<file path="src/rtl/cpu_core_mc.sv">
// Multi-cycle 32-bit core: FETCH -> WAIT -> EXEC sequencing, 16-entry register
// file with optional per-register even parity and sticky parity-error halt.
module cpu_core_mc #(
  parameter int          NREGS     = 16,
  parameter logic [31:0] RESET_PC  = 32'h0000_0000,
  parameter bit          PARITY_EN = 1'b1
) (
  input  logic        clk,
  input  logic        rst_n,
  output logic        imem_req_valid,
  input  logic        imem_req_ready,
  output logic [31:0] imem_addr,
  input  logic        imem_rsp_valid,
  input  logic [31:0] imem_rsp_data,
  input  logic        err_inject,
  output logic [31:0] pc_value,
  output logic        halted,
  output logic        parity_error,
  output logic        retire,
  output logic [31:0] retire_count
);

  typedef enum logic [2:0] {
    ST_FETCH = 3'd0,
    ST_WAIT  = 3'd1,
    ST_EXEC  = 3'd2,
    ST_HALT  = 3'd3,
    ST_ERROR = 3'd4
  } state_t;

  localparam logic [4:0] NREGS_W = 5'(NREGS);

  localparam logic [3:0] OP_ADD  = 4'h0;
  localparam logic [3:0] OP_SUB  = 4'h1;
  localparam logic [3:0] OP_AND  = 4'h2;
  localparam logic [3:0] OP_OR   = 4'h3;
  localparam logic [3:0] OP_XOR  = 4'h4;
  localparam logic [3:0] OP_SLL  = 4'h5;
  localparam logic [3:0] OP_SRL  = 4'h6;
  localparam logic [3:0] OP_ADDI = 4'h7;
  localparam logic [3:0] OP_LIL  = 4'h8;
  localparam logic [3:0] OP_LIH  = 4'h9;
  localparam logic [3:0] OP_BEQ  = 4'hA;
  localparam logic [3:0] OP_BNE  = 4'hB;
  localparam logic [3:0] OP_HALT = 4'hF;

  state_t      state_r;
  state_t      state_nx_s;
  logic [31:0] pc_r;
  logic [31:0] pc_nx_s;
  logic [31:0] instr_r;
  logic [31:0] count_r;
  logic        req_valid_r;
  logic        halted_r;
  logic        perr_r;
  logic        retire_r;
  logic [31:0] regs_r [16];
  logic        par_r  [16];

  logic [3:0]  op_s;
  logic [3:0]  rd_s;
  logic [3:0]  rs1_s;
  logic [3:0]  rs2_s;
  logic [15:0] imm_s;
  logic [31:0] sext_s;
  logic [31:0] rs1_val_s;
  logic [31:0] rs2_val_s;
  logic [31:0] alu_s;
  logic        wr_op_s;
  logic        uses_rs2_s;
  logic        rs1_bad_s;
  logic        rs2_bad_s;
  logic        par_fault_s;
  logic        taken_s;
  logic [31:0] pc_plus4_s;
  logic [31:0] br_target_s;
  logic        exec_ok_s;
  logic        wr_en_s;

  function automatic logic even_parity(input logic [31:0] data);
    return ^data;
  endfunction

  // Index 0 and indices at or above NREGS have no storage behind them.
  function automatic logic reg_live(input logic [3:0] idx);
    return (idx != 4'd0) && ({1'b0, idx} < NREGS_W);
  endfunction

  assign op_s        = instr_r[31:28];
  assign rd_s        = instr_r[27:24];
  assign rs1_s       = instr_r[23:20];
  assign rs2_s       = instr_r[19:16];
  assign imm_s       = instr_r[15:0];
  assign sext_s      = {{16{imm_s[15]}}, imm_s};
  assign rs1_val_s   = reg_live(rs1_s) ? regs_r[rs1_s] : 32'd0;
  assign rs2_val_s   = reg_live(rs2_s) ? regs_r[rs2_s] : 32'd0;
  assign pc_plus4_s  = pc_r + 32'd4;
  assign br_target_s = pc_plus4_s + {sext_s[29:0], 2'b00};

  // Operand parity check; rs2 only counts for opcodes that actually read it.
  always_comb begin
    rs1_bad_s  = 1'b0;
    rs2_bad_s  = 1'b0;
    uses_rs2_s = (op_s <= OP_SRL) || (op_s == OP_BEQ) || (op_s == OP_BNE);
    if (PARITY_EN && reg_live(rs1_s)) begin
      rs1_bad_s = par_r[rs1_s] != even_parity(regs_r[rs1_s]);
    end else begin
      rs1_bad_s = 1'b0;
    end
    if (PARITY_EN && reg_live(rs2_s)) begin
      rs2_bad_s = par_r[rs2_s] != even_parity(regs_r[rs2_s]);
    end else begin
      rs2_bad_s = 1'b0;
    end
    par_fault_s = rs1_bad_s | (uses_rs2_s & rs2_bad_s);
  end

  // Result datapath and branch decision.
  always_comb begin
    alu_s   = 32'd0;
    wr_op_s = 1'b0;
    taken_s = 1'b0;
    case (op_s)
      OP_ADD:  begin alu_s = rs1_val_s + rs2_val_s;          wr_op_s = 1'b1; end
      OP_SUB:  begin alu_s = rs1_val_s - rs2_val_s;          wr_op_s = 1'b1; end
      OP_AND:  begin alu_s = rs1_val_s & rs2_val_s;          wr_op_s = 1'b1; end
      OP_OR:   begin alu_s = rs1_val_s | rs2_val_s;          wr_op_s = 1'b1; end
      OP_XOR:  begin alu_s = rs1_val_s ^ rs2_val_s;          wr_op_s = 1'b1; end
      OP_SLL:  begin alu_s = rs1_val_s << rs2_val_s[4:0];    wr_op_s = 1'b1; end
      OP_SRL:  begin alu_s = rs1_val_s >> rs2_val_s[4:0];    wr_op_s = 1'b1; end
      OP_ADDI: begin alu_s = rs1_val_s + sext_s;             wr_op_s = 1'b1; end
      OP_LIL:  begin alu_s = {16'h0000, imm_s};              wr_op_s = 1'b1; end
      OP_LIH:  begin alu_s = {imm_s, rs1_val_s[15:0]};       wr_op_s = 1'b1; end
      OP_BEQ:  taken_s = (rs1_val_s == rs2_val_s);
      OP_BNE:  taken_s = (rs1_val_s != rs2_val_s);
      default: begin
        alu_s   = 32'd0;
        wr_op_s = 1'b0;
        taken_s = 1'b0;
      end
    endcase
  end

  // Sequencer next state, PC update and retire/write enables.
  always_comb begin
    state_nx_s = state_r;
    pc_nx_s    = pc_r;
    exec_ok_s  = 1'b0;
    wr_en_s    = 1'b0;
    case (state_r)
      ST_FETCH: begin
        if (req_valid_r && imem_req_ready) begin
          state_nx_s = ST_WAIT;
        end else begin
          state_nx_s = ST_FETCH;
        end
      end
      ST_WAIT: begin
        if (imem_rsp_valid) begin
          state_nx_s = ST_EXEC;
        end else begin
          state_nx_s = ST_WAIT;
        end
      end
      ST_EXEC: begin
        if (par_fault_s) begin
          state_nx_s = ST_ERROR;
        end else begin
          exec_ok_s = 1'b1;
          wr_en_s   = wr_op_s && reg_live(rd_s);
          if (op_s == OP_HALT) begin
            state_nx_s = ST_HALT;
            pc_nx_s    = pc_r;
          end else begin
            state_nx_s = ST_FETCH;
            pc_nx_s    = taken_s ? br_target_s : pc_plus4_s;
          end
        end
      end
      ST_HALT:  state_nx_s = ST_HALT;
      ST_ERROR: state_nx_s = ST_ERROR;
      default:  state_nx_s = ST_FETCH;
    endcase
  end

  // Control state and registered status outputs, all derived from next state.
  always_ff @(posedge clk or negedge rst_n) begin
    if (!rst_n) begin
      state_r     <= ST_FETCH;
      pc_r        <= RESET_PC;
      instr_r     <= 32'd0;
      count_r     <= 32'd0;
      req_valid_r <= 1'b0;
      halted_r    <= 1'b0;
      perr_r      <= 1'b0;
      retire_r    <= 1'b0;
    end else begin
      state_r     <= state_nx_s;
      pc_r        <= pc_nx_s;
      req_valid_r <= (state_nx_s == ST_FETCH);
      halted_r    <= (state_nx_s == ST_HALT) || (state_nx_s == ST_ERROR);
      retire_r    <= exec_ok_s;
      if (exec_ok_s) begin
        count_r <= count_r + 32'd1;
      end
      if ((state_r == ST_EXEC) && par_fault_s) begin
        perr_r <= 1'b1;
      end
      if ((state_r == ST_WAIT) && imem_rsp_valid) begin
        instr_r <= imem_rsp_data;
      end
    end
  end

  // Register file with a parity bit per entry; err_inject corrupts the stored bit.
  always_ff @(posedge clk or negedge rst_n) begin
    if (!rst_n) begin
      for (int i = 0; i < 16; i++) begin
        regs_r[i] <= 32'd0;
        par_r[i]  <= 1'b0;
      end
    end else if (wr_en_s) begin
      regs_r[rd_s] <= alu_s;
      par_r[rd_s]  <= PARITY_EN ? (even_parity(alu_s) ^ err_inject) : 1'b0;
    end
  end

  assign imem_req_valid = req_valid_r;
  assign imem_addr      = pc_r;
  assign pc_value       = pc_r;
  assign halted         = halted_r;
  assign parity_error   = perr_r;
  assign retire         = retire_r;
  assign retire_count   = count_r;

endmodule
</file>
<file path="config.mk">
export PLATFORM = sky130hd
export DESIGN_NAME = cpu_core_mc
export DESIGN_NICKNAME = d
export VERILOG_FILES = /design/src/rtl/cpu_core_mc.sv
export SDC_FILE = /design/constraint.sdc
export NUM_CORES = 2
export LEC_CHECK = 0
export ABC_CLOCK_PERIOD_IN_PS = 10200
export BUFFER_PORTS_ARGS = -buffer_cell sky130_fd_sc_hd__buf_2
export CORE_MARGIN = 5
export CORE_UTILIZATION = 28
export CTS_CLUSTER_DIAMETER = 200
export DETAILED_ROUTE_END_ITERATION = 12
export GPL_TIMING_DRIVEN = 1
export PLACE_DENSITY = 0.48
export SLEW_MARGIN = 5
export SYNTH_ARGS = -nofsm -noshare
export SYNTH_HDL_FRONTEND = slang
export SYNTH_SLANG_ARGS = --single-unit
</file>
<file path="constraint.sdc">
create_clock -name clk -period 10.2 [get_ports clk]
set_input_delay 0 -clock clk [delete_from_list [all_inputs] [get_ports clk]]
set_output_delay 0 -clock clk [all_outputs]
set_load 0.05 [all_outputs]
</file>
### After elaboration in Yosys (flattened, before gate mapping)

Index checks and enable logic that the tools add are counted.

| word-level totals | value |
|---|---|
| register bits after elaboration | 631 |
| bits of input ports | 37 |
| output and inout port bits | 100 |
| word-level logic and storage cells | 140 |

| operators by class | value |
|---|---|
| $add $sub $neg | 6 |
| $lt $le $gt $ge | 5 |
| equal/unequal tests | 22 |
| shift-type cells | 2 |
| muxes and demuxes | 35 |
| bitwise operators | 11 |
| reduce and logical (&&, ||, !) cells | 19 |

Operators by type and width:

| kind | number |
|---|---|
| bitwise mux 512 bit | 1 |
| case mux 32 bit (10 select lines) | 1 |
| binary-select mux 32 bit (select 4 bit) | 2 |
| two-way mux 32 bit | 8 |
| demux 32 bit (select 4 bit) | 1 |
| adder 32 bit | 3 |
| parity 32 bit | 3 |
| adder 32 x 1 -> 32 bit (second input constant) | 1 |
| adder 32 x 3 -> 32 bit (second input constant) | 1 |
| AND 32 bit | 1 |
| equality test 32 bit | 1 |
| inequality test 32 bit | 1 |
| OR 32 bit | 1 |
| left shift 32 x 5 -> 32 bit | 1 |
| right shift 32 x 5 -> 32 bit | 1 |
| subtractor 32 bit | 1 |
| bitwise XOR 32 bit | 1 |
| equality test 4 bit (second input constant) | 5 |
| bitwise mux 16 bit | 1 |
| equality test 4 x 3 -> 1 bit (second input constant) | 4 |
| >= comparator 5 bit (second input constant) | 3 |
| NOT 4 -> 5 bit | 3 |
| case mux 3 bit (5 select lines) | 1 |
| two-way mux 1 bit | 13 |
| 24 further kinds | 41 |

### Depth between registers and ports, before layout

| depth | value |
|---|---|
| depth after elaboration | 13 |
| depth in mapped cells | 35 |
| gate-level depth less buffers | 29 |

### Worst setup path before layout

No wires, ideal clock.

| timing | value |
|---|---|
| path kind | register to register |
| start | register instr_r[16] |
| end | register par_r[10] (netlist name) |
| library setup time | 0.125 ns |
| arrival time | 6.912 ns |
| data required time | 10.075 ns |
| slack | 3.164 ns |
| cell stages (with the launch flop) | 32 |
| path buffers | 8 |
| clock period less this slack | 7.036 ns |
| cell sequence | dfrtp_1 > buf_6 > buf_4 > buf_2 > buf_2 > buf_2 > buf_2 > mux2i_1 > a21oi_1 > a22oi_1 > o21ai_0 > and2_1 > ha_1 > buf_2 > nor4_1 > nand2_1 > or3_1 > nor2_1 > and3b_1 > o31a_1 > o311ai_2 > xnor2_1 > o221ai_1 > xor2_1 > xnor2_1 > xnor3_1 > xnor2_1 > xnor2_1 > xnor3_1 > xor2_2 > buf_6 > mux2_2 |

| on the way | value |
|---|---|
| longest elaborated chain between the ends | 11 |
| elaborated cells on any way between the ends | 27 |
| those cells by class | add/sub: 2; eq/ne: 1; shift: 2; mux: 12; bitwise: 7; reduce/logical: 3 |

Ends and longest elaborated chain:

| item | line | text |
|---|---|---|
| start: declaration | 51 | `logic [31:0] instr_r;` |
| start signal: assignment | 210 | `instr_r <= imem_rsp_data;` |
| parallel branches: the longest is 11 deep, another holds subtractor 32 bit | n/a |  |
| end signal: indexed assignment | 224 | `par_r[rd_s] <= PARITY_EN ? (even_parity(alu_s) ^ err_inject) : 1'b0;` |
| end: declaration | 58 | `logic par_r [16];` |

Parallel ways; which one is timed is not known. The select of a mux whose other input is x is not followed.
A chain may end at the register's enable or synchronous reset.

### Worst setup path in the final report

| timing | value |
|---|---|
| start | register instr_r[17] |
| end | register par_r[8] (netlist name) |

Same word-level chain as after synthesis.

==> summary.md <==
| Metric | Value |
|---|---|
| Antenna violations before repair | `4` |
| Syn_area_per_cell | `9.79 µm²` |
| First-pass GRT wire length | `~260,000 µm` |
| Largest delay share family, worst path | `compound AO/OA/AOI/OAI gates` |
| Total iterations of the first detailed-routing run | `6` |
| Power Density | `136 nW/µm²` |
| CTS clk-pin slew, worst paths | `0.06 ns` |
| Worst path slowest cell | `nor2b_4` |
| Global placement routability congestion | `0.983` |
| Max Buffers Root-to-Sink | `3` |
| Iteration-0 DRC Markers | `3,784` |
| Routed wire per std cell | `25.9 µm` |
| WP buf/inv | `1` |
| Crit Path Class | `flop to flop` |
| Yosys warns | `0` |
| Final Cycle Share | `87.0%` |
| CP Capture Type | `flop` |
| Fin Setup TNS | `0 ns` |
| Post-DP Area | `47,600 µm²` |
| Vias | `37,200` |
| Cts bufs inserted | `78` |
| Dpl ws | `~1.5 ns` |
| Layout cell share with drive strength beyond 1 | `21.3%` |
| Top post-synthesis cells by area | `dfrtp_1 35%, mux4_2 9.3%, mux2_2 7.7%, mux2i_1 5.6%, a21oi_1 4.7%` |
| Die height | `between 400 and 500 µm` |
| Setup Buffers After CTS | `0` |
| WP depth | `29` |
| Port-buffer cells | `132` |
| Tot GR Track Use | `20.4%` |
| R2r worst-path depth | `29` |
| M1 wire length | `roughly 80,000 µm` |
| Hold Vio Cnt, Final | `0` |
| Vias/cell | `5.47` |
| Routed WL | `176,000 µm` |
| Skew-Pair Late Insertion Delay | `around 0.7 ns` |
| CTS tree | `yes` |
| Initial Utilization | `roughly 28%` |
| Register area share after synthesis | `a little over a third` |
| Max FO, Critical Path | `22` |
| Max Cap Viol | `0` |
| Cell variety after synth | `110` |
| RSZ-0062 raised after global routing | `false` |
| Count of flip-flops with a built-in enable after synthesis | `0` |
| Async SR Flop Fraction | `100%` |
| Rows | `147` |
| CORE AREA | `160,000 µm²` |
| Final instance area | `50,900 µm²` |
| WHS Path Cells | `3` |
| Inst Count DP | `between 6,000 and 7,000` |
| Non-Filler Instances | `roughly 6,800` |
| Die width | `411 µm` |
| Hpwl dp | `123,000 µm` |
| Worst min path class | `input pin to flop` |
| #FFs+latches synth | `629` |
| Worst path max stage delay | `about 0.79 ns` |
| Leak pwr | `22.7 nW` |
| Full die area | `approximately 170,000 µm²` |
| Critical path data arrival time | `approximately 9.5 ns` |
| Routed Antenna Nets | `0` |
| Setup Skew | `0.0698 ns` |
| Final worst slack | `1.33 ns` |
| DRC Markers | `0` |
| CTS sink cnt | `629` |
| Root Buffer | `clkbuf_16` |
| Pin count of the biggest net entering global routing | `152` |
| Slew HR | `approximately 17%` |
| Finish-stage setup viols | `0` |
| Vias in the first global route | `36,500` |
| Ports | `137` |
| Critical path startpoint category | `flop` |
| CTS resizes | `0` |
| Htree depth | `3` |
| DR top layer | `met4` |
| Primary FF master, synth | `dfrtp_1` |
| Met2 wire length | `79,100 µm` |
| Synth top area share | `34.9%` |
| Max VDD drop | `0.000134 V` |
| CTS Hold Bufs | `37` |
| Nets | `4,766` |
| Cell count after synthesis | `4,600` |
| Status | `completed` |
| GRT overflow | `0` |
| Final Max Tran Viols | `0` |
| Post-Syn Area | `45,100 µm²` |
| Post-synth top area cell | `dfrtp_1` |
| Fmax | `0.113 GHz` |
| Area delta synth->final | `12.9%` |
| Final min period | `8.87 ns` |
| Metal3 WL | `between 10,000 and 15,000 µm` |
| Worst EP required | `10.82 ns` |
| Worst-margin pin slew | `1.25 ns` |
## cell type report
cell class                      count  area [µm²]
Fill cell                       16500      109000
Timing Repair Buffer              294        2120
Clock inverter                     35         546
Antenna cell                        1        2.50
Tap cell                         2160        2700
Multi-Input combinational cell   3442       27000
Clock buffer                      108        2270
Inverter                          127         479
Sequential cell                   629       15800
## state kept, by name, summed over array words and instances, names as in the netlist
signal and cells:
instr_r 32, par_r 16, regs_r 512, retire 1, parity_error 1, halted 1
retire_count 32, imem_addr 30, state_r 3, imem_req_valid 1
## metal layers
metal | track usage, % | up-vias
met4 | 6.10 | 0
met5 | 0 | -
li1 | - | 16600
met1 | 29.1 | 18800
met2 | 32.1 | 1418
met3 | 2.99 | 276
## path summary, 6_finish.rpt
| path | startpoint | to | slack [ns] |
|---|---|---|---|
| worst min-delay path | imem_rsp_data[19] | instr_r[19]$_DFFE_PN0P_ | 0.07 |
| worst max register to register | instr_r[17]$_DFFE_PN0P_ | par_r[8]$_DFFE_PN0P_ | 1.33 |
| worst min register to register | regs_r[509]$_DFFE_PN0P_ | regs_r[509]$_DFFE_PN0P_ | 0.40 |
| max in group asynchronous | rst_n | regs_r[112]$_DFFE_PN0P_ | 7.87 |
| worst max-delay path | instr_r[17]$_DFFE_PN0P_ | par_r[8]$_DFFE_PN0P_ | 1.33 |
| min in group asynchronous | rst_n | imem_addr[22]$_DFFE_PN0P_ | 0.52 |
## per-stage QoR
step | utilization (%) | hold slack (ns) | total power, mW
2_1_floorplan | - | -0.296 | 3.45
3_3_place_gp | 29.7 | -0.0278 | 3.89
3_5_place_dp | 29.7 | -0.0231 | 3.89
4_1_cts | 31.7 | 0.0223 | 6.96
5_1_grt | 31.7 | 0.0674 | 7.15
6_report | 31.7 | 0.0703 | 6.90
## cells in the final DEF, fill, tap and decap left out, types with 156 or more instances in the layout
cell type and instances:
dfrtp_1 622, nor2_1 423, a21oi_1 423, nand2_1 351
mux2_2 310, mux2i_1 251, o21ai_0 245, mux4_2 186
xnor2_1 184, ha_1 156
## synthesized netlist by cell type, drive strengths merged (64+ instances only)
library cell,number
a22oi,84
xor2,64
mux2i,252
a21oi,425
buf,191
nand3,86
dfrtp,629
inv,124
nor2,446
ha,156
nand2,352
mux2,310
clkbuf,213
xnor2,184
mux4,188
o21ai,270
## power by group
part	switching [mW]	total [mW]	internal, mW
Clock	1.23	3.02	1.79
Combinational	0.894	1.34	0.444
Sequential	0.0436	2.55	2.50
## worst register-to-register path: cells and delay by family (launching register included)
kind,cells,cell delay (ns)
mux,1,0.28
buf+inv,1,0.47
fa+ha+maj,1,0.39
compound gates,13,3.33
simple gates,6,1.59
xor+xnor,7,2.07
flops,1,0.66
## kinds of logic after synthesis
kind of cell / Yosys count / share of synthesized area [%]
fa+ha+maj: 157 / 4.38
compound gates: 1140 / 15.9
buf+inv: 532 / 5.65
simple gates: 1138 / 11.2
mux: 750 / 22.8
xor+xnor: 253 / 5.09
flops: 629 / 34.9
other cells: 1 / 0.00832
Note: power is estimated with default switching activity, not from simulation.
